### src/rtl/rs_ap_ctrl_done_continue_pipeline.sv
// Return-direction ap_ctrl relay: carries kernel ap_done to the host and host
// ap_continue back to the kernel, each across BODY_LEVEL registered relay stages.

// Chain of 1-bit valid relay stages with a combinational ready back-path.
// Handshake: a token moves from a producer to a consumer on any clock edge where
// the producer's valid and the consumer's ready are both 1; a stage is ready when
// it is empty or its own token is leaving in the same cycle (ready = !full | next_ready).
module rs_relay_pipe #(
    parameter int DEPTH = 8
) (
    input  logic clk,
    input  logic reset,
    input  logic in_valid,
    output logic in_ready,
    output logic out_valid,
    input  logic out_ready
);

    logic [DEPTH-1:0] stage_valid;
    logic [DEPTH-1:0] stage_ready;
    logic             full_run;

    // Unrolled ready chain: stage i stalls only if it and every stage after it
    // are full and the sink is not taking the token.
    always_comb begin
        stage_ready = '0;
        full_run    = 1'b1;
        for (int i = DEPTH - 1; i >= 0; i--) begin
            full_run       = full_run & stage_valid[i];
            stage_ready[i] = out_ready | ~full_run;
        end
    end

    always_ff @(posedge clk or negedge reset) begin
        if (!reset) begin
            stage_valid <= '0;
        end else begin
            for (int i = 0; i < DEPTH; i++) begin
                if (stage_ready[i]) begin
                    stage_valid[i] <= (i == 0) ? in_valid : stage_valid[(i == 0) ? 0 : i - 1];
                end
            end
        end
    end

    assign in_ready  = stage_ready[0];
    assign out_valid = stage_valid[DEPTH-1];

endmodule

module rs_ap_ctrl_done_continue_pipeline #(
    parameter int BODY_LEVEL = 8,
    parameter int CNT_WIDTH  = 32
) (
    input  logic                 clk,
    input  logic                 reset,
    input  logic                 kernel_ap_done,
    output logic                 kernel_ap_continue,
    output logic                 host_ap_done,
    input  logic                 host_ap_continue,
    output logic [CNT_WIDTH-1:0] done_count,
    output logic                 protocol_err,
    output logic [1:0]           tail_state_dbg,
    output logic                 head_state_dbg
);

    typedef enum logic [1:0] {
        T_IDLE = 2'd0,
        T_WAIT = 2'd1,
        T_CONT = 2'd2
    } tail_state_t;

    typedef enum logic {
        H_IDLE = 1'b0,
        H_DONE = 1'b1
    } head_state_t;

    tail_state_t tail_state, tail_next;
    head_state_t head_state, head_next;

    logic fwd_in_valid, fwd_in_ready, fwd_out_valid, fwd_out_ready;
    logic rtn_in_valid, rtn_in_ready, rtn_out_valid, rtn_out_ready;
    logic host_ack;
    logic rtn_launch;

    rs_relay_pipe #(.DEPTH(BODY_LEVEL)) u_fwd_pipe (
        .clk       (clk),
        .reset     (reset),
        .in_valid  (fwd_in_valid),
        .in_ready  (fwd_in_ready),
        .out_valid (fwd_out_valid),
        .out_ready (fwd_out_ready)
    );

    rs_relay_pipe #(.DEPTH(BODY_LEVEL)) u_rtn_pipe (
        .clk       (clk),
        .reset     (reset),
        .in_valid  (rtn_in_valid),
        .in_ready  (rtn_in_ready),
        .out_valid (rtn_out_valid),
        .out_ready (rtn_out_ready)
    );

    // ---------------- tail FSM (kernel side) ----------------
    always_ff @(posedge clk or negedge reset) begin
        if (!reset) begin
            tail_state <= T_IDLE;
        end else begin
            tail_state <= tail_next;
        end
    end

    always_comb begin
        tail_next = tail_state;
        case (tail_state)
            T_IDLE:  if (kernel_ap_done && fwd_in_ready) tail_next = T_WAIT;
            T_WAIT:  if (rtn_out_valid) tail_next = T_CONT;
            T_CONT:  tail_next = T_IDLE;
            default: tail_next = T_IDLE;
        endcase
    end

    // kernel_ap_done is deliberately ignored outside T_IDLE so glitches cannot cancel a run.
    always_comb begin
        fwd_in_valid       = (tail_state == T_IDLE) && kernel_ap_done;
        rtn_out_ready      = (tail_state == T_WAIT);
        kernel_ap_continue = (tail_state == T_CONT);
    end

    // ---------------- head FSM (host side) ----------------
    always_ff @(posedge clk or negedge reset) begin
        if (!reset) begin
            head_state <= H_IDLE;
        end else begin
            head_state <= head_next;
        end
    end

    always_comb begin
        head_next = head_state;
        case (head_state)
            H_IDLE:  if (fwd_out_valid) head_next = H_DONE;
            H_DONE:  if (host_ap_continue) head_next = H_IDLE;
            default: head_next = H_IDLE;
        endcase
    end

    always_comb begin
        fwd_out_ready = (head_state == H_IDLE);
        host_ap_done  = (head_state == H_DONE);
        host_ack      = (head_state == H_DONE) && host_ap_continue;
        rtn_in_valid  = rtn_launch;
    end

    // The host acknowledge is retimed through one flop before entering the return pipe,
    // which gives the continue path its extra cycle relative to the done path.
    always_ff @(posedge clk or negedge reset) begin
        if (!reset) begin
            rtn_launch   <= 1'b0;
            done_count   <= '0;
            protocol_err <= 1'b0;
        end else begin
            rtn_launch <= host_ack | (rtn_launch & ~rtn_in_ready);
            if (host_ack) begin
                done_count <= done_count + CNT_WIDTH'(1);
            end
            if (host_ap_continue && (head_state != H_DONE)) begin
                protocol_err <= 1'b1;
            end
        end
    end

    assign tail_state_dbg = tail_state;
    assign head_state_dbg = head_state;

endmodule

### config.mk
export PLATFORM = sky130hd
export DESIGN_NAME = rs_ap_ctrl_done_continue_pipeline
export DESIGN_NICKNAME = d
export VERILOG_FILES = /design/src/rtl/rs_ap_ctrl_done_continue_pipeline.sv
export SDC_FILE = /design/constraint.sdc
export NUM_CORES = 1
export LEC_CHECK = 0
export ABC_AREA = 1
export CAP_MARGIN = 25
export CORE_MARGIN = 3
export CORE_UTILIZATION = 58
export CTS_CLUSTER_DIAMETER = 50
export DETAILED_ROUTE_END_ITERATION = 7
export PLACE_DENSITY = 0.88
export SLEW_MARGIN = 20
export SYNTH_ARGS = -nofsm -noshare
export SYNTH_HDL_FRONTEND = slang
export SYNTH_SLANG_ARGS = --single-unit
### constraint.sdc
create_clock -name clk -period 2.4 [get_ports clk]
set_input_delay 0.48 -clock clk [delete_from_list [all_inputs] [get_ports clk]]
set_output_delay 0.48 -clock clk [all_outputs]
set_load 0.01 [all_outputs]
[Word-level counts from Yosys, hierarchy flattened]
Index checks and enable logic that the tools add are counted.
Operators by class
  bitwise gates (word level): 50
  add/sub/neg operators: 1
  reduce and logical (&&, ||, !) cells: 6
  equal/unequal tests: 4
  multiplexer cells: 6
Operators with widths (number)
  $add 32x1->32 const B: 1
  $not 1->1: 18
  $or 1x1->1: 17
  $and 1x1->1: 15
  $logic_and 1x1->1: 4
  $mux 2: 2
  $ne 2x2->1 const B: 2
  $pmux 2 s2: 1
  $eq 2x1->1 const B: 1
  $eq 2x2->1 const B: 1
  $logic_not 2->1: 1
  $mux 1: 2
  $pmux 1 s2: 1
  $reduce_and 2->1: 1
Storage, ports and cells
  logic and storage cells: 88
  flip-flop bits (word level): 53

[Logic depth before layout (Yosys ltp)]
  depth after elaboration: 12
  mapped depth: 10
  gate-level depth less buffers: 10

[By module]
From an unflattened synthesis, not the netlist that was laid out.
Second synthesis, totals
  cells, all modules: 294
  area total of the unflattened synthesis: 2565.0 um^2
By module, submodules not included
  rs_ap_ctrl_done_continue_pipeline: instances 1, cells each 234, area each 1931.9 um^2
  rs_relay_pipe: instances 2, cells each 30, area each 316.6 um^2

[Worst setup path after synthesis]
OpenSTA, ideal clock, no wires.
  path kind: register to register
  start point: register done_count[0]
  end point: register done_count[20]
  arrival: 1.443 ns
  library setup time: 0.126 ns
  setup slack: 0.831 ns
  path buffers: 0
  stages on the path, launching flop included: 8
  required time: 2.274 ns
  period minus slack after synthesis: 1.569 ns
  cell sequence: dfrtp_1 > ha_1 > nand2_1 > nor2_4 > nand3_1 > nor2_1 > nand2_1 > xnor2_1
Between the ends
  cells in the longest elaborated chain, start to end: 1
Ends and longest elaborated chain
  from (decl): line 61  | output logic [CNT_WIDTH-1:0] done_count,
  from (signal assigned): line 165  | done_count <= done_count + CNT_WIDTH'(1);
  $add 32x1->32: line 165
Every way passes these cells.
A chain may end at the register's enable or synchronous reset.

[Final worst setup path]
  start point: register head_state (netlist: head_state_dbg)
  end point: output port host_ap_done
RTL lines
  from (decl): line 79  | head_state_t head_state, head_next;
  from (signal assigned): line 135  | head_state <= head_next;
  to (decl): line 59  | output logic host_ap_done,
No word-level cell between the ends.

==> summary.md <==
| Metric | Value |
|---|---|
| Critical path's top delay family | buffers and inverters |
| Diode count | 0 |
| CORE AREA | 4410 µm² |
| Post-synth top cells | nand2_1 (118), dfrtp_1 (53), nor2_1 (47) |
| Clock share of power | 0.234 |
| Crit. path cell count | 1 |
| Post-DP HPWL | 4.18 mm |
| Net Switching | 0.794 mW |
| Crit path DAT | between 1 and 1.5 ns |
| Power per cell area | ~760 nW/µm² |
| Multi-input logic area | 1170 µm² |
| Final Cycle Share | 0.795 |
| Synth top area cells | dfrtp_1 (49%), nand2_1 (16%), nor2_1 (6.5%) |
| R2r startpoint | done_count[11] |
| Seq. cell area | around 1300 µm² |
| Worst Setup End Kind | output port |
| Placed Cells | 431 |
| Worst R2R Setup Slack | 0.57 ns |
| Clock Pin Slew Worst Setup and Hold Paths | 0.09 ns |
| Die Area | 5510 µm² |
| Count leader, synth | nand2_1 |
| Setup Buffers After CTS | 0 |
| Comb power frac | 0.268 |
| DR vias | 2,240 |
| Crit-path max cell delay | 0.60 ns |
| Buf+Inv Stages, Crit Path | 1 |
| Antenna viol nets, final | 0 |
| Sequential Power Share | 0.499 |
| WS Path Type | reg -> out |
| Initial core utilization | 0.611 |
| Via density | 5.11 |
| Final setup fails | 0 |
| Sw frac | 0.320 |
| Final nets | 391 |
| Seq/Total Area, Yosys | 0.492 |
| CP startpoint | head_state_dbg |
| Num CTS Buffers | 5 |
| I/O pin count | 42 |
| Pleak | 1.59 nW |
| Share of layout cells above drive strength 1 | 0.0699 |
| WL final | 5.59 mm |
| Chip height | ~74 µm |
| Worst path required time | 1.92 ns |
| Fin cells | around 440 |
| Row cnt | 24 |
| Clk_lat worst skew | 0.30 ns |
| Syn Inst Count | 339 |
| First-pass GRT wire length | 9.83 mm |
| Largest net degree at the start of global routing | 54 |
| Yosys top cell by area | dfrtp_1 |
| Worst Tran Pin Value | 0.471 ns |
| Drc violations | 0 |
| Minimum clock period | 1.91 ns |
| Post_cts resized | 0 |
| Avg WL per Cell | approximately 13 µm |
| TritonCTS clock tree | done |
| First DRT Iteration DRCs | about 130 |
| Cells along the critical path | clkdlybuf4s50_1 |
| Net count after synthesis | 344 |
| Final Slew Violations | 0 |
| Drt first pass iters | 4 |
| Root buf cell | clkbuf_8 |
| Top_reg_cell synth | dfrtp_1 |
| CTS sink cnt | 53 |
| Pre-CTS setup slack | between 0.15 and 0.2 ns |
| Slew HR | 0.685 |
| Overall routing resource usage | 0.231 |
| Asr flop ratio synth | 1.00 |
| Setup crit start kind | flip-flop |
| Initial antenna violation count | 0 |
| Crit Path Max Fanout | 8 |
| Critical-path top delay cell | clkdlybuf4s50_1 |
| Area grow syn2layout | 21.2% |
| CTS Hold Bufs | 0 |
| Global route overflow | 0 |
| Fill count | 328 |
| Clock Skew | 0.00403 ns |
| Max Cap Violations | 0 |
| RSZ-0062 raised after global routing | no |
| Number of synthesized flops with an enable pin | 0 |
| Share of the synthesized area in the top cell type | 0.492 |
| Reg2Reg Capture Point | done_count[27] |
| Peak VDD IR | 0.000641 V |
| Post-Syn Area | 2700 µm² |
| Achievable Freq | around 0.52 GHz |
| Mean post-synth cell area | 7.96 µm² |
| Yosys warnings | 0 |
| Die width | approximately 74 µm |
| Library cells used by synthesis | 28 |
| TNS Setup | 0 ns |
| H-tree depth | 2 |
| Internal | 1.69 mW |
| Final hold violation count | 0 |
| Fin Hold WS | 0.150 ns |
| Final worst slack | 0.491 ns |
| Port bufs | 41 |
| Final Wtd Congestion | 0.827 |
| Vias in the first global route | 2,276 |
| CTS max path bufs | 2 |
| Seq cells post-synth | 53 |
| Worst hold path type | in -> async |
| Run status | completed |
| Worst R2R Path Depth | 8 |
==> metal layers <==
layer | up-vias | wire (µm) | GRT usage
li1 | 1118 | - | -
met1 | 1047 | 2410 | 0.296
met2 | 66 | 2780 | 0.393
met3 | 9 | 323 | 0.0473
met4 | 0 | 79 | 0.0744
met5 | - | 0 | 0
==> worst max-delay path by stage <==
stage	end
2_1_floorplan	done_count[20]
3_3_place_gp	done_count[27]
3_5_place_dp	done_count[27]
4_1_cts	host_ap_done
5_1_grt	done_count[27]
6_report	host_ap_done
==> layout make-up <==
type | instances | area share
Sequential cell | 53 | 0.406
Tap cell | 52 | 0.0199
Clock inverter | 2 | 0.0107
Inverter | 45 | 0.0520
Clock buffer | 5 | 0.0210
Multi-Input combinational cell | 238 | 0.358
Timing Repair Buffer | 43 | 0.132
==> power groups by stage <==
stage	clock, mW	sequential, mW	combinational, mW
detailed placement	0	1.25	0.679
global placement	0	1.24	0.647
floorplan	0	1.25	0.394
global route	0.635	1.27	0.758
finish	0.579	1.24	0.664
CTS	0.593	1.24	0.677
==> registers in the layout (all words and copies together) (netlist names) <==
name,count
u_fwd_pipe.stage_valid,8
protocol_err,1
rtn_in_valid,1
u_rtn_pipe.stage_valid,8
done_count,32
head_state_dbg,1
tail_state_dbg,2
==> metrics by stage <==
| stage | area, µm² | utilization | total power [mW] |
|---|---|---|---|
| 6_report | 3270 | 0.741 | 2.48 |
| 5_1_grt | 3270 | 0.741 | 2.66 |
| 4_1_cts | 3270 | 0.741 | 2.51 |
| 3_5_place_dp | 3170 | 0.717 | 1.93 |
| 3_3_place_gp | 3170 | 0.717 | 1.89 |
| 2_1_floorplan | 2700 | - | 1.65 |
==> cell usage in the layout (no fill, tap or decap), drive strengths merged <==
cell / count
nand2: 122
nor2: 54
dfrtp: 53
inv: 44
clkdlybuf4s50: 40
nand3: 19
xor2: 11
nand4: 6
xnor2: 5
nor3: 5
o21bai: 5
clkbuf: 5
nand3b: 3
buf: 3
clkinv: 2
a21o: 2
or2: 2
a21oi: 1
and2: 1
o21ai: 1
ha: 1
bufinv: 1
==> logic make-up after synthesis <==
logic type,after synthesis,share of synthesized area
flops,53,0.492
fa+ha+maj,1,0.00464
xor+xnor,16,0.0547
simple gates,212,0.352
buf+inv,48,0.0742
compound gates,9,0.0232
No activity file was read; power rests on OpenSTA's default activity.
